File: src/rtl/ccsds_sync_pkg.sv
// Shared constants and state encoding for the ASM inserter / pseudo-randomizer.
// The LFSR tap mask matches h(x)=x^8+x^7+x^5+x^3+1 with the output taken from bit 7.
package ccsds_sync_pkg;

  localparam logic [31:0] ASM_DEFAULT = 32'h1ACFFC1D;
  localparam logic [7:0]  PN_SEED     = 8'hFF;
  // Bits 7,4,2,0 feed back: a[n+8] = a[n+7]^a[n+5]^a[n+3]^a[n] with a[n] at bit 7.
  localparam logic [7:0]  PN_TAPS     = 8'h95;

  typedef enum logic [1:0] {
    S_IDLE = 2'd0,
    S_ASM  = 2'd1,
    S_DATA = 2'd2
  } sync_state_t;

  function automatic logic pn_feedback(input logic [7:0] r);
    return ^(r & PN_TAPS);
  endfunction

endpackage

File: src/rtl/ccsds_asm_randomizer_if.sv
// Bit-serial AXI-Stream bundle; master drives data/valid/last/user, slave drives ready.
interface ccsds_asm_randomizer_if;
  logic tdata;
  logic tvalid;
  logic tready;
  logic tlast;
  logic tuser;

  modport master (output tdata, output tvalid, output tlast, output tuser, input tready);
  modport slave  (input tdata, input tvalid, input tlast, output tready);
endinterface

File: src/rtl/ccsds_pn_gen.sv
// CCSDS pseudo-randomizer bit generator: 8-bit Fibonacci LFSR, output from the MSB.
module ccsds_pn_gen
  import ccsds_sync_pkg::*;
(
  input  logic clk,
  input  logic rst_n,
  input  logic init,
  input  logic adv,
  output logic pn_bit
);

  logic [7:0] lfsr;

  always_ff @(posedge clk or negedge rst_n) begin
    if (!rst_n) begin
      lfsr <= PN_SEED;
    end else if (init) begin
      lfsr <= PN_SEED;
    end else if (adv) begin
      lfsr <= {lfsr[6:0], pn_feedback(lfsr)};
    end
  end

  assign pn_bit = lfsr[7];

endmodule

File: src/rtl/ccsds_asm_randomizer.sv
// Prepends the attached sync marker to each codeblock and (with CCSDS_RANDOMIZER_EN
// defined) XORs the code bits with the CCSDS PN sequence; otherwise code bits pass through.
//
//   state  | meaning
//   S_IDLE | waiting for the first bit of a frame (one bubble cycle)
//   S_ASM  | emitting marker bits MSB first
//   S_DATA | passing code bits until input tlast
module ccsds_asm_randomizer
  import ccsds_sync_pkg::*;
#(
  parameter logic [31:0] ASM_PATTERN = ASM_DEFAULT,
  parameter int          ASM_LEN     = 32
) (
  input  logic                            clk,
  input  logic                            rst_n,
  ccsds_asm_randomizer_if.slave           s_axis,
  ccsds_asm_randomizer_if.master          m_axis
);

  localparam logic [4:0] ASM_LAST = 5'(ASM_LEN - 1);

  sync_state_t state;
  logic [4:0]  cnt;
  logic        ld;
  logic        take;
  logic        code_bit;

  assign ld            = !m_axis.tvalid || m_axis.tready;
  assign s_axis.tready = (state == S_DATA) && ld;
  assign take          = s_axis.tready && s_axis.tvalid;

`ifdef CCSDS_RANDOMIZER_EN
  logic pn_bit;

  // Reload on the frame's last bit so the next frame starts from the seed.
  ccsds_pn_gen u_pn_gen (
    .clk    (clk),
    .rst_n  (rst_n),
    .init   (take && s_axis.tlast),
    .adv    (take),
    .pn_bit (pn_bit)
  );

  assign code_bit = s_axis.tdata ^ pn_bit;
`else
  assign code_bit = s_axis.tdata;
`endif

  always_ff @(posedge clk or negedge rst_n) begin
    if (!rst_n) begin
      state         <= S_IDLE;
      cnt           <= '0;
      m_axis.tdata  <= 1'b0;
      m_axis.tvalid <= 1'b0;
      m_axis.tlast  <= 1'b0;
      m_axis.tuser  <= 1'b0;
    end else if (ld) begin
      case (state)
        S_IDLE: begin
          m_axis.tvalid <= 1'b0;
          if (s_axis.tvalid) begin
            state <= S_ASM;
          end
        end
        S_ASM: begin
          m_axis.tdata  <= ASM_PATTERN[5'd31 - cnt];
          m_axis.tvalid <= 1'b1;
          m_axis.tuser  <= (cnt == 5'd0);
          m_axis.tlast  <= 1'b0;
          if (cnt == ASM_LAST) begin
            cnt   <= '0;
            state <= S_DATA;
          end else begin
            cnt <= cnt + 5'd1;
          end
        end
        S_DATA: begin
          if (s_axis.tvalid) begin
            m_axis.tdata  <= code_bit;
            m_axis.tvalid <= 1'b1;
            m_axis.tlast  <= s_axis.tlast;
            m_axis.tuser  <= 1'b0;
            if (s_axis.tlast) begin
              state <= S_IDLE;
            end
          end else begin
            m_axis.tvalid <= 1'b0;
          end
        end
        default: begin
          state         <= S_IDLE;
          cnt           <= '0;
          m_axis.tvalid <= 1'b0;
        end
      endcase
    end
  end

endmodule

File: src/flat_wrapper.sv
// flat-port wrapper written by rule: the top's interface ports become plain ports
module ccsds_asm_randomizer_flat import ccsds_sync_pkg::*;
#(
  parameter logic [31:0] ASM_PATTERN = ASM_DEFAULT,
  parameter int          ASM_LEN     = 32
)
  (clk, rst_n, s_axis_tdata, s_axis_tvalid, s_axis_tlast, s_axis_tready, m_axis_tdata, m_axis_tvalid, m_axis_tlast, m_axis_tuser, m_axis_tready);
  ccsds_asm_randomizer_if s_axis_i ();
  ccsds_asm_randomizer_if m_axis_i ();
  input  logic clk;
  input  logic rst_n;
  input wire logic [$bits(s_axis_i.tdata)-1:0] s_axis_tdata;
  input wire logic [$bits(s_axis_i.tvalid)-1:0] s_axis_tvalid;
  input wire logic [$bits(s_axis_i.tlast)-1:0] s_axis_tlast;
  output wire logic [$bits(s_axis_i.tready)-1:0] s_axis_tready;
  output wire logic [$bits(m_axis_i.tdata)-1:0] m_axis_tdata;
  output wire logic [$bits(m_axis_i.tvalid)-1:0] m_axis_tvalid;
  output wire logic [$bits(m_axis_i.tlast)-1:0] m_axis_tlast;
  output wire logic [$bits(m_axis_i.tuser)-1:0] m_axis_tuser;
  input wire logic [$bits(m_axis_i.tready)-1:0] m_axis_tready;
  assign s_axis_i.tdata = s_axis_tdata;
  assign s_axis_i.tvalid = s_axis_tvalid;
  assign s_axis_i.tlast = s_axis_tlast;
  assign s_axis_tready = s_axis_i.tready;
  assign m_axis_tdata = m_axis_i.tdata;
  assign m_axis_tvalid = m_axis_i.tvalid;
  assign m_axis_tlast = m_axis_i.tlast;
  assign m_axis_tuser = m_axis_i.tuser;
  assign m_axis_i.tready = m_axis_tready;
  ccsds_asm_randomizer #(.ASM_PATTERN(ASM_PATTERN), .ASM_LEN(ASM_LEN)) u_core (.clk(clk), .rst_n(rst_n), .s_axis(s_axis_i), .m_axis(m_axis_i));
endmodule
File: config.mk
export PLATFORM = sky130hd
export DESIGN_NAME = ccsds_asm_randomizer_flat
export DESIGN_NICKNAME = d
export VERILOG_FILES = /design/src/rtl/ccsds_sync_pkg.sv /design/src/rtl/ccsds_asm_randomizer_if.sv /design/src/rtl/ccsds_pn_gen.sv /design/src/rtl/ccsds_asm_randomizer.sv /design/src/flat_wrapper.sv
export SDC_FILE = /design/constraint.sdc
export NUM_CORES = 1
export LEC_CHECK = 0
export ABC_CLOCK_PERIOD_IN_PS = 2150
export CAP_MARGIN = 5
export CORE_MARGIN = 2
export CORE_UTILIZATION = 40
export DETAILED_ROUTE_END_ITERATION = 7
export PLACE_DENSITY_LB_ADDON = 0.05
export SYNTH_ARGS = -nofsm -noshare
export SYNTH_HDL_FRONTEND = slang
export SYNTH_SLANG_ARGS = --single-unit
File: constraint.sdc
create_clock -name clk -period 2.15 [get_ports clk]
set_input_delay 0.43 -clock clk [delete_from_list [all_inputs] [get_ports clk]]
set_output_delay 0.43 -clock clk [all_outputs]
set_load 0.01 [all_outputs]
Word-level counts from Yosys, hierarchy flattened

Memories as Yosys holds them, arrays and structs flattened.
Cells that the tools add are included.

Register bits: 11
Output and inout bits: 5
Logic and storage cells: 44
ROM bits: 32
Memories: 1
Input bits: 6

Multiplexer cells: 16
Equality and inequality tests: 7
$add $sub $neg: 2
$lt $le $gt $ge: 1
Bitwise gates (word level): 1
Reduce and logical (&&, ||, !) cells: 10

Memories:

| name             | words | bits a word | rd ports | clocked after Yosys merged registers in | wr ports | line                       | text |
|---|---|---|---|---|---|---|---|
| (name not given) | 32    | 1           | 1        | 0                                       | 0        | ccsds_asm_randomizer.sv:66 | `m_axis.tdata <= ASM_PATTERN[5'd31 - cnt];` |

Operator list:

| kind                  | number |
|---|---|
| $pmux W5 S2           | 1 |
| $mux W2               | 4 |
| $pmux W1 S2           | 4 |
| $lt A5 B6 Y1 const B  | 1 |
| $ne A2 B2 Y1 const B  | 3 |
| $pmux W2 S3           | 1 |
| $add A5 B1 Y5 const B | 1 |
| $eq A5 B5 Y1 const B  | 1 |
| $logic_not A5 Y1      | 1 |
| $mux W1               | 5 |
| $mux W5               | 1 |
| $reduce_and A5 Y1     | 1 |
| $sub A5 B5 Y5 const A | 1 |
| $reduce_and A3 Y1     | 1 |
| $eq A2 B1 Y1 const B  | 1 |
| $eq A2 B2 Y1 const B  | 1 |
| $logic_not A2 Y1      | 1 |
| $ne A2 B1 Y1 const B  | 1 |
| $reduce_and A2 Y1     | 1 |
| $reduce_bool A2 Y1    | 1 |
| $reduce_or A2 Y1      | 1 |
| $logic_and A1 B1 Y1   | 1 |
| $logic_not A1 Y1      | 1 |
| $logic_or A1 B1 Y1    | 1 |
| $not A1 Y1            | 1 |

Longest topological paths before layout

Gate-level depths: netlist of the first run.

Word-level depth: 4
Gate-level depth with buffers: 7
Mapped depth without buffers: 7

Worst setup path before layout of the first run

Ideal clock, no wire load.

Path type: flip-flop to flip-flop
From: reg u_core.cnt[0]
To: reg u_core.state[0]
Data required time: 2022 ps
Period minus slack after synthesis: 1719 ps
Library setup time: 128 ps
Cell stages (with the launch flop): 7
Slack: 431 ps
Buffers on the path: 0
Arrival: 1591 ps
Path through: dfrtp_1 -> ha_1 -> and3_1 -> ha_1 -> nand2b_1 -> o2111ai_2 -> mux2_1

Word-level cells in the longest chain between the ends: 3

Ends and longest elaborated chain:

| item                        | line                       | text |
|---|---|---|
| start: declaration          | ccsds_asm_randomizer.sv:23 | `logic [4:0] cnt;` |
| start signal: assignment    | ccsds_asm_randomizer.sv:74 | `cnt <= cnt + 5'd1;` |
| $eq A5 B5 Y1                | ccsds_asm_randomizer.sv:70 | `if (cnt == ASM_LAST) begin` |
| $ne A2 B1 Y1 (no line)      | --                         |  |
| $reduce_and A5 Y1 (no line) | --                         |  |
| end signal: assignment      | ccsds_asm_randomizer.sv:72 | `state <= S_DATA;` |
| end signal: assignment      | ccsds_asm_randomizer.sv:84 | `state <= S_IDLE;` |
| end signal: assignment      | ccsds_asm_randomizer.sv:91 | `state <= S_IDLE;` |
| end: declaration            | ccsds_asm_randomizer.sv:22 | `sync_state_t state;` |

No other way between the ends.
A chain may end at the register's enable or synchronous reset.

Final worst setup path of the first run

From: reg u_core.cnt[0]
To: reg u_core.state[1]

The elaborated chain is that of the path after synthesis.

==> results_dict.tcl, run 1 <==
set metrics [dict create \
    finalCritPeriodShare_pct 87.7 \
    path_delay_family "flip-flops" \
    slowest_stage "dfrtp_1" \
    crit_start "u_core.cnt[0]" \
    drive_gt1_share_pct 13.2 \
    vias_per_cell 4.86 \
    antenna_cells 0 \
    fin_tns_setup_ns 0 \
    grt_pass1_vias 561 \
    ys_top_cells_by_area "dfrtp_1, ha_1, o21ai_1, nand2b_1, o21ai_0" \
    final-hold-violation-count 0 \
    place.gp.congestion 0.773 \
    rows 15 \
    clockRootBuffer "clkbuf_4" \
    crit_arrival_ns 2.05 \
    portBuffers 10 \
    cp_num_buf_inv 0 \
    status "finished clean" \
    gr-usage-all-layers_pct 16.1 \
    postSynthCellCount 77 \
    cts_inserted_buffers 3 \
    die_w_um 47.0 \
    p_leak_nw 0.409 \
    timing.rr.start "u_core.cnt[0]" \
    max-slew-margin-rel_pct 65.9 \
    place_hpwl_um 1050 \
    die_y_um 47.0 \
    crit_chain "ha_1 -> and3_1 -> ha_1 -> nand2b_1 -> o2111ai_2 -> mux2_1" \
    antenna_found_initial 0 \
    grt_pass1_wl_um 2420 \
    remaining_drc_errors 0 \
    nets 105 \
    grt_start_max_net_pins 12 \
    critPathMostFrequentCell "ha_1" \
    clk_latency_ns 0.28 \
    h-tree-depth 1 \
    grt_setup_unrepaired "no" \
    dieArea_sq_um 2210 \
    placed_cell_area_sq_um 868 \
    area.growth.synth_to_final_pct 21.9 \
    wire_per_inst_um 11.9 \
    ys_ff_latch 11 \
    synth_top_area_share_pct 37.3 \
    cts_tree "done" \
    cts_buffer_depth 2 \
    initial_core_util_pct 42.8 \
    synth.avg_cell_area_sq_um 9.59 \
    overflow 0 \
    cap_viol_max_count 0 \
    clk_pin_slew_ns 0.08 \
    first_pass_iters 2 \
    finalPower_mw 1.06 \
    finClkSkew_ns 0.00249 \
    fin_util_pct 52.1 \
    io_pins 11 \
    min_period_ns 1.89 \
    ir_worst_vdd_v 0.000697 \
    synth.net_count 90 \
    ys.warnings.count 0 \
    post_cts_buffers 0 \
    drt-total-wl_um 1380 \
    vias 564 \
    max_slew.worst_pin.slew_ns 0.509 \
    setup_viol 0 \
    fin_area_sq_um 900 \
    holdCritPathClass "primary input to async pin" \
    cp.required_ns 2.31 \
    cts_sinks 11 \
    synth_top_area_cell "dfrtp_1" \
    syn_area_sq_um 738 \
    slew_violations 0 \
    ant_nets 0 \
    path_class "register to register" \
    synth_cell_types 27 \
    critPathMaxFanout 7 \
    ys_seq_area_share_pct 37.3 \
    fillerInstances 183 \
    cp-end-kind "register" \
    first_iter_violations 3 \
    start_kind "register" \
    slowest_delay_ns 0.46 \
    powerDensity_nw_per_um2 1180 \
    max_freq_mhz 530 \
    core_sq_um 1730 \
]
## synthesized netlist by cell type, drive strengths merged
cell,number
inv,6
o2111ai,1
nand3,2
or2b,1
mux2,2
mux2i,2
nand2b,4
nor3b,1
nor2b,3
or2,1
nor4,1
buf,2
and3,1
nor2,5
a21oi,2
ha,7
nand2,7
o21ai,13
dfrtp,11
o31ai,1
nand3b,1
a31oi,2
a221oi,1
## registers in the layout, indices dropped and copies added (netlist names)
| register | count |
|---|---|
| u_core.m_axis.tdata | 1 |
| u_core.state | 2 |
| u_core.m_axis.tvalid | 1 |
| u_core.m_axis.tuser | 1 |
| u_core.m_axis.tlast | 1 |
| u_core.cnt | 5 |
## report_power, final
part / switching, mW / internal, mW / total, mW
clock network: 0.0802 / 0.0720 / 0.152
registers: 0.0460 / 0.271 / 0.317
logic: 0.311 / 0.278 / 0.590
total: 0.437 / 0.621 / 1.06
## path summary, 6_finish.rpt
| kind | endpoint | slack, ns | depth (start not counted) |
|---|---|---|---|
| setup / recovery | u_core.state[1] | 0.26 | 6 |
| hold / removal | u_core.m_axis.tdata | 0.48 | 1 |
| setup reg to reg | u_core.state[1] | 0.26 | 6 |
| hold reg to reg | u_core.m_axis.tuser | 0.51 | 2 |
| max in group asynchronous | u_core.state[0] | 1.32 | 1 |
| min in group clk | u_core.m_axis.tuser | 0.51 | 2 |
## cells in the final DEF (no fill, tap or decap), types with 2 or more instances in the layout
cell | synthesis | final
clkbuf_4 | 0 | 3
nand3_1 | 2 | 2
inv_1 | 6 | 6
a31oi_1 | 2 | 2
clkdlybuf4s50_1 | 0 | 9
nand2b_1 | 4 | 4
nor2_1 | 4 | 4
o21ai_0 | 5 | 5
mux2i_1 | 2 | 2
buf_4 | 0 | 2
o21ai_1 | 8 | 8
mux2_1 | 2 | 2
nor2b_1 | 3 | 2
nand2_1 | 6 | 6
a21oi_1 | 2 | 2
ha_1 | 7 | 7
dfrtp_1 | 11 | 11
## cell type report
type / instances / area, sq um / share of cell area (%)
repair buffers: 12 / 118 / 13.1
inverters: 6 / 22.5 / 2.50
clock buffers: 4 / 26.3 / 2.92
well taps: 25 / 31.3 / 3.48
multi-input cells: 58 / 427 / 47.4
flip-flops and latches: 11 / 275 / 30.6
## worst reg2reg max path: stages (launching register included)
cell and delay, ns:
dfrtp_1 0.46, ha_1 0.26, and3_1 0.20, ha_1 0.16
nand2b_1 0.21, o2111ai_2 0.15, mux2_1 0.35
## cells by family after synthesis
family                     synth area share, %
muxes                                     5.76
adders and majority gates                 11.9
buffers and inverters                     5.25
and+or+nand+nor                           23.1
AOI/OAI and AO/OA                         16.8
DFF                                       37.3
## routing by layer
metal	up-vias	share of wire [%]	GRT usage (%)
met4	0	3.5	11.7
met2	12	42	24.4
li1	294	-	-
met5	-	0	0
met1	253	50	21.0
met3	5	4.1	2.31
## through the flow
step,hold WS [ns],instances,setup WS [ns]
2_1_floorplan,0.134,77,0.431
4_1_cts,0.499,116,0.0443
3_5_place_dp,0.496,112,0.0597
6_report,0.485,116,0.265
3_3_place_gp,0.504,112,0.0962
5_1_grt,0.537,116,0.156
## what timing repair did
action / in CTS / in global routing
hold buffers: 0 / 0
setup endpoints to repair: 0 / 1
gates resized for setup: 0 / 2
No activity file was read; power rests on OpenSTA's default activity.
==> run 2: changes to the inputs <==
Settings changed: ABC_CLOCK_PERIOD_IN_PS 2150 to 1900.
Clock period 2.15 ns to 1.9 ns, I/O delays scaled along.
==> results_dict.tcl, run 2 (synthesis results as in run 1) <==
set metrics [dict create \
    min_period_ns 1.77 \
    grt_pass1_vias 524 \
    cts_inserted_buffers 3 \
    final-hold-violation-count 0 \
    drt-total-wl_um 1380 \
    crit_chain "inv_1 -> ha_1 -> inv_1 -> nor2_1 -> dlygate4sd2_1" \
    top_regs "u_core.cnt x5, u_core.state x2" \
    post-place-ws_ns -0.0285 \
    antenna_found_initial 0 \
    clk_pin_slew_ns 0.07 \
    grt_setup_unrepaired "no" \
    vias 586 \
    dieArea_sq_um 2210 \
    slew_violations 0 \
    largest-register "u_core.cnt" \
    holdCritPathClass "primary input to async pin" \
    drive_gt1_share_pct 16.8 \
    critPathMostFrequentCell "inv_1" \
    cp-end-kind "primary output" \
    ir_worst_vdd_v 0.000638 \
    start_kind "register" \
    max-slew-margin-rel_pct 65.7 \
    fin_ws_ns 0.127 \
    r2r_slack_ns 0.14 \
    antenna_cells 0 \
    area.growth.synth_to_final_pct 25.4 \
    rows 15 \
    max_slew.worst_pin.slew_ns 0.513 \
    die_w_um 47.0 \
    grt_pass1_wl_um 2300 \
    io_pins 11 \
    place.gp.congestion 0.762 \
    finalCritPeriodShare_pct 93.3 \
    status "finished clean" \
    cts_hold_buf 0 \
    slowest_delay_ns 0.40 \
    remaining_drc_errors 0 \
    cap_viol_max_count 0 \
    stdcell_count 120 \
    gr-usage-all-layers_pct 14.8 \
    cts_buffer_depth 2 \
    cts_sinks 11 \
    portBuffers 10 \
    powerDensity_nw_per_um2 1310 \
    cts_tree "done" \
    vias_per_cell 4.88 \
    path_class "register to primary output" \
    p_leak_nw 0.418 \
    initial_core_util_pct 42.8 \
    clk_latency_ns 0.27 \
    clockRootBuffer "clkbuf_4" \
    h-tree-depth 1 \
    overflow 0 \
    die_y_um 47.0 \
    crit_arrival_ns 1.39 \
    critPathMaxFanout 3 \
    max_freq_mhz 564 \
    core_sq_um 1730 \
    cp.required_ns 1.52 \
    place_inst 116 \
    nets 109 \
    setup_viol 0 \
    grt_start_max_net_pins 12 \
    final_cell_mix "dfrtp_1, clkdlybuf4s50_1, o21ai_1" \
    finClkSkew_ns 0.00427 \
    first_iter_violations 2 \
    first_pass_iters 2 \
    place_hpwl_um 1090 \
    largest_register_ffs 5 \
    wire_per_inst_um 11.5 \
    layout_commonest_cell "dfrtp_1" \
    ant_nets 0 \
    slowest_stage "dfrtp_1" \
]
run 2: cell types whose count changed in the layout (fill, tap and decap cells not counted), sizes merged:
cell / before / now
dlymetal6s2s: 1 / 0
buf: 2 / 6
dlygate4sd2: 0 / 1
run 2: what timing repair did:
action                     4_1_cts  5_1_grt
pin swaps                        0        0
setup endpoints to repair        1        1
buffers inserted                 0        0
gates resized for setup          1        1
run 2: critical path: cells and delay by family, from the launching register on:
family | cells | cell delay, ns
buffers and inverters | 3 | 0.45
flip-flops | 1 | 0.40
adder cells (fa/ha/maj) | 1 | 0.18
AND/OR/NAND/NOR | 1 | 0.10
run 2: final timing paths:
check,from,cells past startpoint,to
worst min-delay path,rst_n,1,u_core.m_axis.tdata
worst max-delay path,u_core.state[0],5,s_axis_tready
max in group asynchronous,rst_n,1,u_core.state[0]
worst min register to register,u_core.m_axis.tuser,2,u_core.m_axis.tuser
worst max register to register,u_core.cnt[0],6,u_core.state[1]
min in group clk,u_core.m_axis.tuser,2,u_core.m_axis.tuser
run 2: area by class of cell:
cell class	instances	area [sq um]
multi-input cells	58	427
repair buffers	16	144
flip-flops and latches	11	275
well taps	25	31.3
clock buffers	4	26.3
inverters	6	22.5
fillers	177	801
run 2: metrics by stage:
stage / utilization [%] / hold slack [ns] / cell area (sq um) / TNS, ns / power (mW)
6_report: 53.6 / 0.449 / 926 / 0 / 1.22
5_1_grt: 53.6 / 0.476 / 926 / 0 / 1.34
4_1_cts: 53.5 / 0.464 / 923 / 0 / 1.23
3_5_place_dp: 52.0 / 0.505 / 898 / -0.0285 / 1.07
3_3_place_gp: 52.0 / 0.501 / 898 / -0.00698 / 1.07
2_1_floorplan: - / 0.0844 / 738 / 0 / 0.843
run 2: report_power, final:
part / internal, mW / switching (mW)
clock: 0.0813 / 0.0753
combinational: 0.340 / 0.373
sequential: 0.307 / 0.0404
total: 0.727 / 0.489
run 2: metal layers:
layer	routed length, um	global-route usage [%]	vias up
met5	0	0	-
met4	13	3.33	0
met3	70	5.77	5
met2	622	23.0	12
met1	669	19.5	266
li1	-	-	303
